<file path="config.mk">
export PLATFORM = sky130hd
export DESIGN_NAME = pwm_envelope
export DESIGN_NICKNAME = d
export VERILOG_FILES = /design/src/rtl/pwm_envelope.sv
export SDC_FILE = /design/constraint.sdc
export NUM_CORES = 1
export LEC_CHECK = 0
export CORE_ASPECT_RATIO = 1.1
export CORE_MARGIN = 5
export CORE_UTILIZATION = 45
export CTS_CLUSTER_SIZE = 8
export DETAILED_ROUTE_END_ITERATION = 10
export PLACE_DENSITY = 0.75
export SYNTH_ARGS = -nofsm -noshare
export SYNTH_HDL_FRONTEND = slang
export SYNTH_SLANG_ARGS = --single-unit
</file>
<file path="constraint.sdc">
create_clock -name i_clk -period 12.05 [get_ports i_clk]
set_input_delay 3.615 -clock i_clk [delete_from_list [all_inputs] [get_ports i_clk]]
set_output_delay 3.615 -clock i_clk [all_outputs]
set_load 0.005 [all_outputs]
</file>
<file path="src/rtl/pwm_envelope.sv">
// pwm_envelope: ADSR-style amplitude envelope that scales a PWM compare stream.
// A free-running tick divider paces the envelope; gate edges steer the state
// machine and the current level multiplies the incoming compare sample.
module pwm_envelope #(
    parameter int TICK_DIV      = 48000,
    parameter int ATTACK_STEP   = 8,
    parameter int DECAY_STEP    = 2,
    parameter int SUSTAIN_LEVEL = 160,
    parameter int RELEASE_STEP  = 4
) (
    input  logic       i_clk,
    input  logic       i_rst,
    input  logic       i_gate,
    input  logic [8:0] i_compare,
    input  logic       i_compare_valid,
    output logic [8:0] o_compare,
    output logic       o_compare_valid,
    output logic [7:0] o_level,
    output logic       o_active
);

    localparam int             CNT_W    = (TICK_DIV > 2) ? $clog2(TICK_DIV) : 1;
    localparam logic [CNT_W-1:0] CNT_LAST = CNT_W'(TICK_DIV - 1);
    localparam logic [8:0]     A_STEP   = 9'(ATTACK_STEP);
    localparam logic [8:0]     D_STEP   = 9'(DECAY_STEP);
    localparam logic [8:0]     R_STEP   = 9'(RELEASE_STEP);
    localparam logic [7:0]     SUS_LVL  = 8'(SUSTAIN_LEVEL);

    typedef enum logic [2:0] {
        S_IDLE,
        S_ATTACK,
        S_DECAY,
        S_SUSTAIN,
        S_RELEASE
    } state_t;

    state_t           state, state_nxt;
    logic [7:0]       level, level_nxt;
    logic [CNT_W-1:0] tick_cnt;
    logic             tick;
    logic             gate_q;
    logic             gate_rise, gate_fall;
    logic [8:0]       att_sum, dec_diff, rel_diff;
    logic [16:0]      prod;

    assign tick      = (tick_cnt == CNT_LAST);
    assign gate_rise = i_gate & ~gate_q;
    assign gate_fall = ~i_gate & gate_q;

    // 9-bit intermediates: bit 8 flags overflow on attack, underflow on decay/release
    assign att_sum  = {1'b0, level} + A_STEP;
    assign dec_diff = {1'b0, level} - D_STEP;
    assign rel_diff = {1'b0, level} - R_STEP;

    assign prod     = {8'd0, i_compare} * {9'd0, level};
    assign o_level  = level;
    assign o_active = (state != S_IDLE);

    // Free-running tick divider, independent of envelope state
    always_ff @(posedge i_clk) begin
        if (i_rst)     tick_cnt <= '0;
        else if (tick) tick_cnt <= '0;
        else           tick_cnt <= tick_cnt + 1'b1;
    end

    // Registered gate for edge detection; cleared so a held gate retriggers after reset
    always_ff @(posedge i_clk) begin
        if (i_rst) gate_q <= 1'b0;
        else       gate_q <= i_gate;
    end

    // Envelope state and level registers
    always_ff @(posedge i_clk) begin
        if (i_rst) begin
            state <= S_IDLE;
            level <= 8'd0;
        end else begin
            state <= state_nxt;
            level <= level_nxt;
        end
    end

    // Next state/level: gate edges win over a coincident tick and freeze the level
    always_comb begin
        state_nxt = state;
        level_nxt = level;
        if (gate_rise) begin
            state_nxt = S_ATTACK;
        end else if (gate_fall) begin
            if (state inside {S_ATTACK, S_DECAY, S_SUSTAIN})
                state_nxt = S_RELEASE;
        end else if (tick) begin
            case (state)
                S_IDLE: level_nxt = 8'd0;
                S_ATTACK: begin
                    if (att_sum >= 9'd255) begin
                        level_nxt = 8'd255;
                        state_nxt = S_DECAY;
                    end else begin
                        level_nxt = att_sum[7:0];
                    end
                end
                S_DECAY: begin
                    if (dec_diff[8] || (dec_diff[7:0] <= SUS_LVL)) begin
                        level_nxt = SUS_LVL;
                        state_nxt = S_SUSTAIN;
                    end else begin
                        level_nxt = dec_diff[7:0];
                    end
                end
                S_SUSTAIN: level_nxt = level;
                S_RELEASE: begin
                    if (rel_diff[8] || (rel_diff[7:0] == 8'd0)) begin
                        level_nxt = 8'd0;
                        state_nxt = S_IDLE;
                    end else begin
                        level_nxt = rel_diff[7:0];
                    end
                end
                default: begin
                    level_nxt = 8'd0;
                    state_nxt = S_IDLE;
                end
            endcase
        end
    end

    // Scaled compare: one register stage, holds its value between valid samples
    always_ff @(posedge i_clk) begin
        if (i_rst) begin
            o_compare       <= 9'd0;
            o_compare_valid <= 1'b0;
        end else begin
            o_compare_valid <= i_compare_valid;
            if (i_compare_valid) o_compare <= prod[16:8];
        end
    end

endmodule

</file>
Word level (Yosys, flattened, before mapping)
Cells that the tools add are included.
{ "word_totals": {"ff_bits": 38, "latchBits": 0, "mem_bits_rw": 0, "romBits": 0, "inputBits": 13, "output_inout_bits": 19, "elab_cells": 62, "n_memories": 0} }
{ "op_classes": {"addsub": 4, "mul": 1, "div_mod_pow": 0, "magnitude_cmp": 2, "n_eq_ne": 15, "shift": 0, "mux": 12, "bitwise_logic": 7, "n_reduce_logical": 14} }
{ "op_table": {"columns": ["cell", "n"], "rows": [
  ["8-bit one-hot mux with 4 select lines", 1],
  ["8-bit 2-to-1 mux", 3],
  ["3-bit 2-to-1 mux", 6],
  ["9-bit by 8-bit multiplier with 17-bit output", 1],
  ["16-bit by 1-bit adder with 16-bit output, second input constant", 1],
  ["16-bit equality test, second input constant", 1],
  ["3-bit one-hot mux with 4 select lines", 1],
  ["6-bit AND reduction", 2],
  ["8-bit by 4-bit adder with 9-bit output, second input constant", 1],
  ["9-bit by 8-bit >= comparator with 1-bit output, second input constant", 1],
  ["3-bit by 2-bit inequality test with 1-bit output, second input constant", 3],
  ["3-bit nonzero test", 3],
  ["8-bit by 2-bit subtractor with 9-bit output, second input constant", 1],
  ["8-bit by 3-bit subtractor with 9-bit output, second input constant", 1],
  ["8-bit less-or-equal comparator, second input constant", 1],
  ["8-bit zero test", 1],
  ["4-bit by 3-bit inequality test with 1-bit output, second input constant", 2],
  ["3-bit by 2-bit equality test with 1-bit output, second input constant", 2],
  ["2-bit OR reduction", 3],
  ["1-bit NOT", 5],
  ["2-bit by 1-bit inequality test with 1-bit output, second input constant", 2],
  ["4-bit inequality test, second input constant", 1],
  ["4-bit AND reduction", 1],
  ["3-bit by 1-bit equality test with 1-bit output, second input constant", 1],
  ["other kinds (8)", 10]
]} }

Logic depth before layout (Yosys ltp)
{ "logic_depth": {"word_depth": 8, "mapped_depth": 19, "mapped_depth_nobuf": 17} }

Least setup slack after synthesis
Ideal clock, no wire load.
{ "synth_timing": {"path_type": "input to register", "startpoint": "in i_compare[0]", "endpoint": "reg o_compare[5]", "setup_time_ns": 0.095, "arrival_time_ns": 7.557, "t_required_ns": 11.955, "setup_slack_ns": 4.397, "cell_stages": 16, "cell_sequence": "nand2_1 > fa_1 > fa_1 > inv_1 > fa_1 > inv_1 > fa_1 > inv_1 > ha_1 > a2111oi_1 > o21a_1 > o31ai_1 > a21oi_1 > nor2b_1 > or4_1 > o311ai_1"} }
{ "synth_via": {"elab_chain_cells": 1} }
{ "synth_lines": {"columns": ["item", "line_no", "source"], "rows": [
  ["start: declaration", "14", "input logic [8:0] i_compare,"],
  ["9-bit by 8-bit multiplier with 17-bit output", "55", "assign prod = {8'd0, i_compare} * {9'd0, level};"],
  ["end signal: assignment", "135", "if (i_compare_valid) o_compare <= prod[16:8];"],
  ["end: declaration", "16", "output logic [8:0] o_compare,"]
]} }
Every way passes these cells.
A chain may end at the register's enable or synchronous reset.

Worst setup path after layout
Same ends and word-level chain as after synthesis.

==> impl_metrics.yaml <==
worst_setup_path:
  crit_chain: "clkdlybuf4s50_1 -> nand2_1 -> fa_1 -> fa_1 -> inv_1 -> fa_1 -> inv_1 -> fa_1 -> inv_1 -> ha_1 -> a2111oi_1 -> o21a_1 -> o31ai_1 -> a21oi_1 -> nor2b_1 -> or4_1 -> o311ai_1"
  crit_arrival_ps: 8590
  r2r_cells: 16
  cp_num_buf_inv: 4
  endpoint_kind: "register"
  cp_max_fo: 7
  rrSetupSlack_ps: 6650
  slowest_stage: "clkdlybuf4s50_1"
  r2r-start: "o_level[7]"
  path_common_cell: "fa_1"
  cp-start-kind: "input port"
  cp_top_family: "adder cells"
  crit_required_ps: 12240
  criticalPathCategory: "in2reg"
  reg2reg_to: "o_compare[5]"
  critPathMaxStageDelay_ps: 570
run:
  drv_cap: 0
timing:
  fin_crit_sh: 0.697
  fmax_mhz: 119
  fin_tns_setup_ps: 0
  max_slew.worst_pin.slew_ps: 860
  hold_violations: 0
  final_max_slew_viol_count: 0
  fin_crit_ps: 8400
  clock_skew_ps: 3.17
  fin_ws_ps: 3650
  finalSetupViolCount: 0
  rsz0062_at_grt: "false"
  relSlewSlack: 0.426
clocking:
  clk_path_buf_depth: 2
  hold_buffers: 0
  clock-sinks: 38
  cts_buffers: 5
  clk_latency_ps: 280
  ctsResizeCount: 0
  cts_tree: "built"
  htreeDepth: 2
  cts_root_buf: "clkbuf_8"
  clk_pin_slew_ps: 80
  cts_setup_buffers: 0
die:
  die_h_um: 115
  die_w_um: 105
  die_area_um2: 12100
  start_util: 0.458
  io_pins: 32
  rows: 38
  core_area_um2: 9790
min_path:
  hold_depth: 1
  hp-class: "reg2reg"
  worst_hold_path.endpoint: "tick_cnt[0]"
  min-delay-start: "tick_cnt[0]"
finish:
  layout_commonest_cell: "inv_1"
  nFillCells: 934
  nets: 653
  syn_to_final_growth_pct: 12.1
  final_cell_mix: "68 x inv_1, 64 x and2_1, 51 x nor2_1, 46 x ha_1, 41 x fa_1"
  diodes: 0
  layout-drive-gt1-share: 0.0361
  final_util: 0.513
drt:
  drc: 0
  drt-initial-drc-count: 193
  detail-route-antenna-nets: 0
  wl_per_cell_um: 14.8
  wirelength_um: 9960
  dr.pass1.iters: 5
  avgViaCountPerCell: 5.45
  num_vias: 3672
logic_synthesis:
  synthArstFlopShare: 0
  synthCells: 532
  yosys_warnings: 0
  synth_ff_type: "dfxtp_1"
  synth_edf_count: 0
  synth_area_per_cell_um2: 8.43
  synthDistinctLibCells: 63
  synth-seq-area-share: 0.170
  synth_area_um2: 4480
  synth_seq_cells: 38
  syn_nets: 632
placed_design:
  dp_hpwl_um: 7750
  port-buffer-count: 31
  place_ws_ps: 3330
  gp_congestion: 0.869
grt:
  antenna_found_initial: 0
  grt_util_all_layers: 0.176
  grt_pass1_wl_um: 17800
  gr-total-overflow: 0
  grt_max_degree: 29
  grt_pass1_vias: 3745
power_and_ir_drop:
  powerDensity_nw_per_um2: 56.6
  p_leak_nw: 2.32
  irDropWorstVdd_v: 0.0000716
status:
  status: "completed"
-- cell usage after synthesis (7+ instances only) --
library cell	count	share of area
ha_1	46	0.13
fa_1	41	0.18
clkbuf_1	15	0.013
nor2_1	51	0.043
nand2b_1	9	0.013
and2_1	64	0.089
xnor2_1	17	0.033
nand2_1	30	0.025
o21ai_1	9	0.010
inv_1	68	0.057
xor2_1	13	0.025
nand3_1	18	0.020
mux2i_1	7	0.016
a21oi_1	9	0.010
o21ai_0	9	0.010
dfxtp_1	38	0.17
-- where the power goes --
| part | switching [mW] | internal [mW] | total, mW |
|---|---|---|---|
| sequential | 0.00165 | 0.127 | 0.129 |
| clock | 0.0452 | 0.0883 | 0.134 |
| combinational | 0.0122 | 0.00972 | 0.0219 |
| total | 0.0590 | 0.225 | 0.284 |
-- per-layer routing --
| metal | track usage | vias up | wire, um |
|---|---|---|---|
| li1 | - | 1794 | - |
| met1 | 0.241 | 1761 | 4590 |
| met2 | 0.291 | 105 | 4720 |
| met3 | 0.0276 | 12 | 490 |
| met4 | 0.0392 | 0 | 157 |
| met5 | 0 | - | 0 |
-- worst reg2reg max path: cells and delay by family, from the launching register on --
kind | cells | cell delay [ps]
fa+ha+maj | 5 | 2380
compound gates | 5 | 1170
flops | 1 | 830
simple gates | 3 | 760
buf+inv | 3 | 160
-- logic make-up (layout without fill, tap and decap cells) --
| logic type | after synthesis | in the layout | synth area share |
|---|---|---|---|
| buffers and inverters | 89 | 111 | 0.0764 |
| and+or+nand+nor | 208 | 208 | 0.248 |
| xor gates and xnor gates | 30 | 30 | 0.0586 |
| AOI/OAI and AO/OA | 73 | 73 | 0.120 |
| DFF | 38 | 38 | 0.170 |
| muxes | 7 | 7 | 0.0156 |
| adders and majority gates | 87 | 87 | 0.311 |
-- state kept, by name (all words and copies together), names as in the netlist --
register	cells
gate_q	1
o_compare	9
o_compare_valid	1
o_level	8
state	3
tick_cnt	16
-- worst max path at each step --
stage / from / end / slack (ps) / cells after the start
after CTS: i_compare[0] / o_compare[5] / 3610 / 17
after global routing: i_compare[1] / o_compare[5] / 3310 / 17
after global placement: i_compare[0] / o_compare[5] / 3530 / 17
after detailed placement: i_compare[0] / o_compare[5] / 3330 / 17
final: i_compare[0] / o_compare[5] / 3650 / 17
after floorplan: i_compare[0] / o_compare[5] / 4400 / 16
-- metrics by stage --
stage / std cells / total power, mW / cell area (um2) / hold WS (ps)
after CTS: 674 / 0.287 / 5030 / 446
after detailed placement: 666 / 0.153 / 4880 / 435
after floorplan: 532 / 0.143 / 4480 / 413
final: 674 / 0.284 / 5030 / 445
after global routing: 674 / 0.297 / 5030 / 476
after global placement: 666 / 0.153 / 4880 / 423
-- cell type report --
class	instances	area, um2	area share
clock inverter	2	60.1	0.0119
multi-input combinational	405	3380	0.673
timing repair buffer	34	333	0.0662
sequential	38	761	0.151
tap	120	150	0.0299
inverter	69	259	0.0515
clock buffer	6	82.6	0.0164
(Power assumes the default switching activity.)
==> edit, RTL diff (config.mk and constraints unchanged) <==
The output `o_compare_valid` loses its register stage (`o_compare_valid` becomes a continuous assignment).
--- a/src/rtl/pwm_envelope.sv
+++ b/src/rtl/pwm_envelope.sv
@@ -129,12 +129,12 @@
     always_ff @(posedge i_clk) begin
         if (i_rst) begin
             o_compare       <= 9'd0;
-            o_compare_valid <= 1'b0;
         end else begin
-            o_compare_valid <= i_compare_valid;
             if (i_compare_valid) o_compare <= prod[16:8];
         end
     end
 
+    assign o_compare_valid = i_compare_valid;
+
 endmodule
 
Behaviour: not the same (a bounded check fails within 4 cycles, from zero or initial values and one cycle with i_rst high).
==> edit against the unedited design <==
Worst setup slack worse by 0.16 ns; total power is 6.3% lower; core utilization is 0.37 points lower; count of clock-buffer cells in the layout stayed put; non-clock buffer count is 3 lower; clock power is 16% lower; final area is 0.25% higher; synthesized cell count is 0.19% higher; wire length is 0.78% higher; synthesized area is 1.3% higher; sequential cell count is 1 lower; hold slack better by 0.0052 ns; critical path type is now in2out; critical endpoint is now o_compare_valid; largest cell class unchanged; largest power group is now registers.
==> edit: results (changes against the unedited design) <==
| Metric | Value |
|---|---|
| Status | completed (unchanged) |
| Biggest register | tick_cnt (unchanged) |
| Initial antenna violation count | 0 (unchanged) |
| Met1 GRT Util | 22.5% (was 24.1%) |
| Total net switching power | 63.4 uW (was 59.0 uW) |
| First-pass GRT wire length | 17,200 um (was 17,800 um) |
| Proportion of layout cells with a drive suffix above 1 | 4.70% (was 3.61%) |
| GPL Wtd Cong | 0.903 (was 0.869) |
| DR vias/cell | 5.40 (was 5.45) |
| IO Port Bufs | 31 (unchanged) |
| Post-DP Area | 4920 um2 (was 4880 um2) |
| FFs w/ async S/R, synth | 0% (unchanged) |
| Met3 Resource Use GR | 1.85% (was 2.76%) |
| Antenna fix cells | 0 (unchanged) |
| CTS resizes | 0 (unchanged) |
| Final Skew | 0.00580 ns (was 0.00317 ns) |
| Clock transition at path regs | 0.07 ns |
| Max reg flops | 16 (unchanged) |
| Synth unique cells | 64 (was 63) |
| GR peak layer | met2 (unchanged) |
| Hold Crit Class | reg2reg (unchanged) |
| 1st-pass router iterations | 4 (was 5) |
| Post-CTS setup repair buffer count | 0 (unchanged) |
| Actual slew at the worst max-slew pin | 0.857 ns (was 0.860 ns) |
| Nets | 652 (was 653) |
| Area contributors post-synth | fa_1, dfxtp_1, ha_1 (unchanged) |
| Post-DP HPWL | 7780 um (was 7750 um) |
| Register area share after synthesis | 16.3% (was 17.0%) |
| Worst-Skew Late Latency | 0.29 ns |
| Vias in the first global route | 3,654 (was 3,745) |
| Post-Syn Nets | 633 (was 632) |
| Worst vdd ir | 0.0711 mV (was 0.0716 mV) |
| Main synth FF type | dfxtp_1 (unchanged) |
| Longest Clk Path Bufs | 2 (unchanged) |
| CP max stage delay | 0.74 ns (was 0.57 ns) |
| Synth cell count leaders | inv_1, and2_1, nor2_1, ha_1, fa_1 (unchanged) |
| CTS buffer count | 5 (unchanged) |
| Largest net degree at the start of global routing | 28 (was 29) |
| CTS root buf | clkbuf_8 (unchanged) |
| Global Route Usage Sum | 17.2% (was 17.6%) |
| CP max-delay cell | clkdlybuf4s50_1 (unchanged) |
| M2 GR Usage | 30.7% (was 29.1%) |
| Max Fanout on Critical Path | 11 (was 7) |
| Synthesis warning total | 0 (unchanged) |
| Leakage | 2.29 nW (was 2.32 nW) |
| Total Wirelength | 10,000 um (was 9960 um) |
| Initial DRC Count | 96 (was 193) |
| CTS HTree Levels | 2 (unchanged) |
| Critical path's top delay family | buffers and inverters (was adder cells) |
| Fillers | 924 (was 934) |
==> edit: changes by cell type after synthesis, sizes merged, moves of 3 or more <==
cell,unedited run,this run
nor3b,3,0
o21ai,18,21
buf,5,8
nor2,51,47
clkbuf,15,11
nand3,18,14
o21bai,1,4
nand2b,9,4
nor2b,4,8
nor4,2,5
o22ai,5,1
mux2,0,3
==> edit: logic make-up (layout without fill, tap and decap cells) <==
group | after synthesis | in the layout | share of synthesized area, %
AO/OA/AOI/OAI | 80 | 80 | 13.2
XOR/XNOR | 27 | 27 | 5.21
adder cells (fa/ha/maj) | 87 | 87 | 30.8
buffers and inverters | 88 | 108 | 7.52
flip-flops | 37 | 37 | 16.3
multiplexers | 9 | 9 | 2.07
AND/OR/NAND/NOR | 205 | 205 | 25.0
==> edit: metal layers <==
metal	vias to the layer above	part of all wire [%]
met3	11	3.5
met2	74	49
met5	-	0
met4	0	1.2
li1	1801	-
met1	1751	46
==> edit: per-stage QoR <==
step	setup slack (ns)	hold WS [ns]	cells	total power, mW
after global routing	3.41	0.487	673	0.278
after CTS	3.49	0.455	673	0.270
final	3.49	0.450	673	0.266
after floorplan	4.49	0.418	533	0.144
after global placement	3.52	0.430	665	0.156
after detailed placement	3.50	0.436	665	0.157
==> edit: final timing paths <==
kind / slack, ns / to / depth (start not counted) / startpoint
worst min register to register: 0.45 / tick_cnt[0] / 1 / tick_cnt[0]
worst max register to register: 6.94 / o_compare[8] / 15 / o_level[6]
worst min-delay path: 0.45 / tick_cnt[0] / 1 / tick_cnt[0]
worst max-delay path: 3.49 / o_compare_valid / 2 / i_compare_valid
==> edit: final cells by class <==
class	instances	area, um2	area share (%)
well taps	120	150	2.98
multi-input cells	408	3460	68.6
clock buffers	6	82.6	1.64
flip-flops and latches	37	741	14.7
inverters	69	259	5.14
repair buffers	31	310	6.16
clock inverters	2	37.5	0.745
==> edit: power by group through the flow <==
stage	clock network (mW)	logic (mW)	registers, mW
floorplan	0	0.0164	0.128
global placement	0	0.0268	0.129
detailed placement	0	0.0276	0.129
CTS	0.116	0.0278	0.126
global route	0.121	0.0301	0.127
finish	0.112	0.0280	0.126
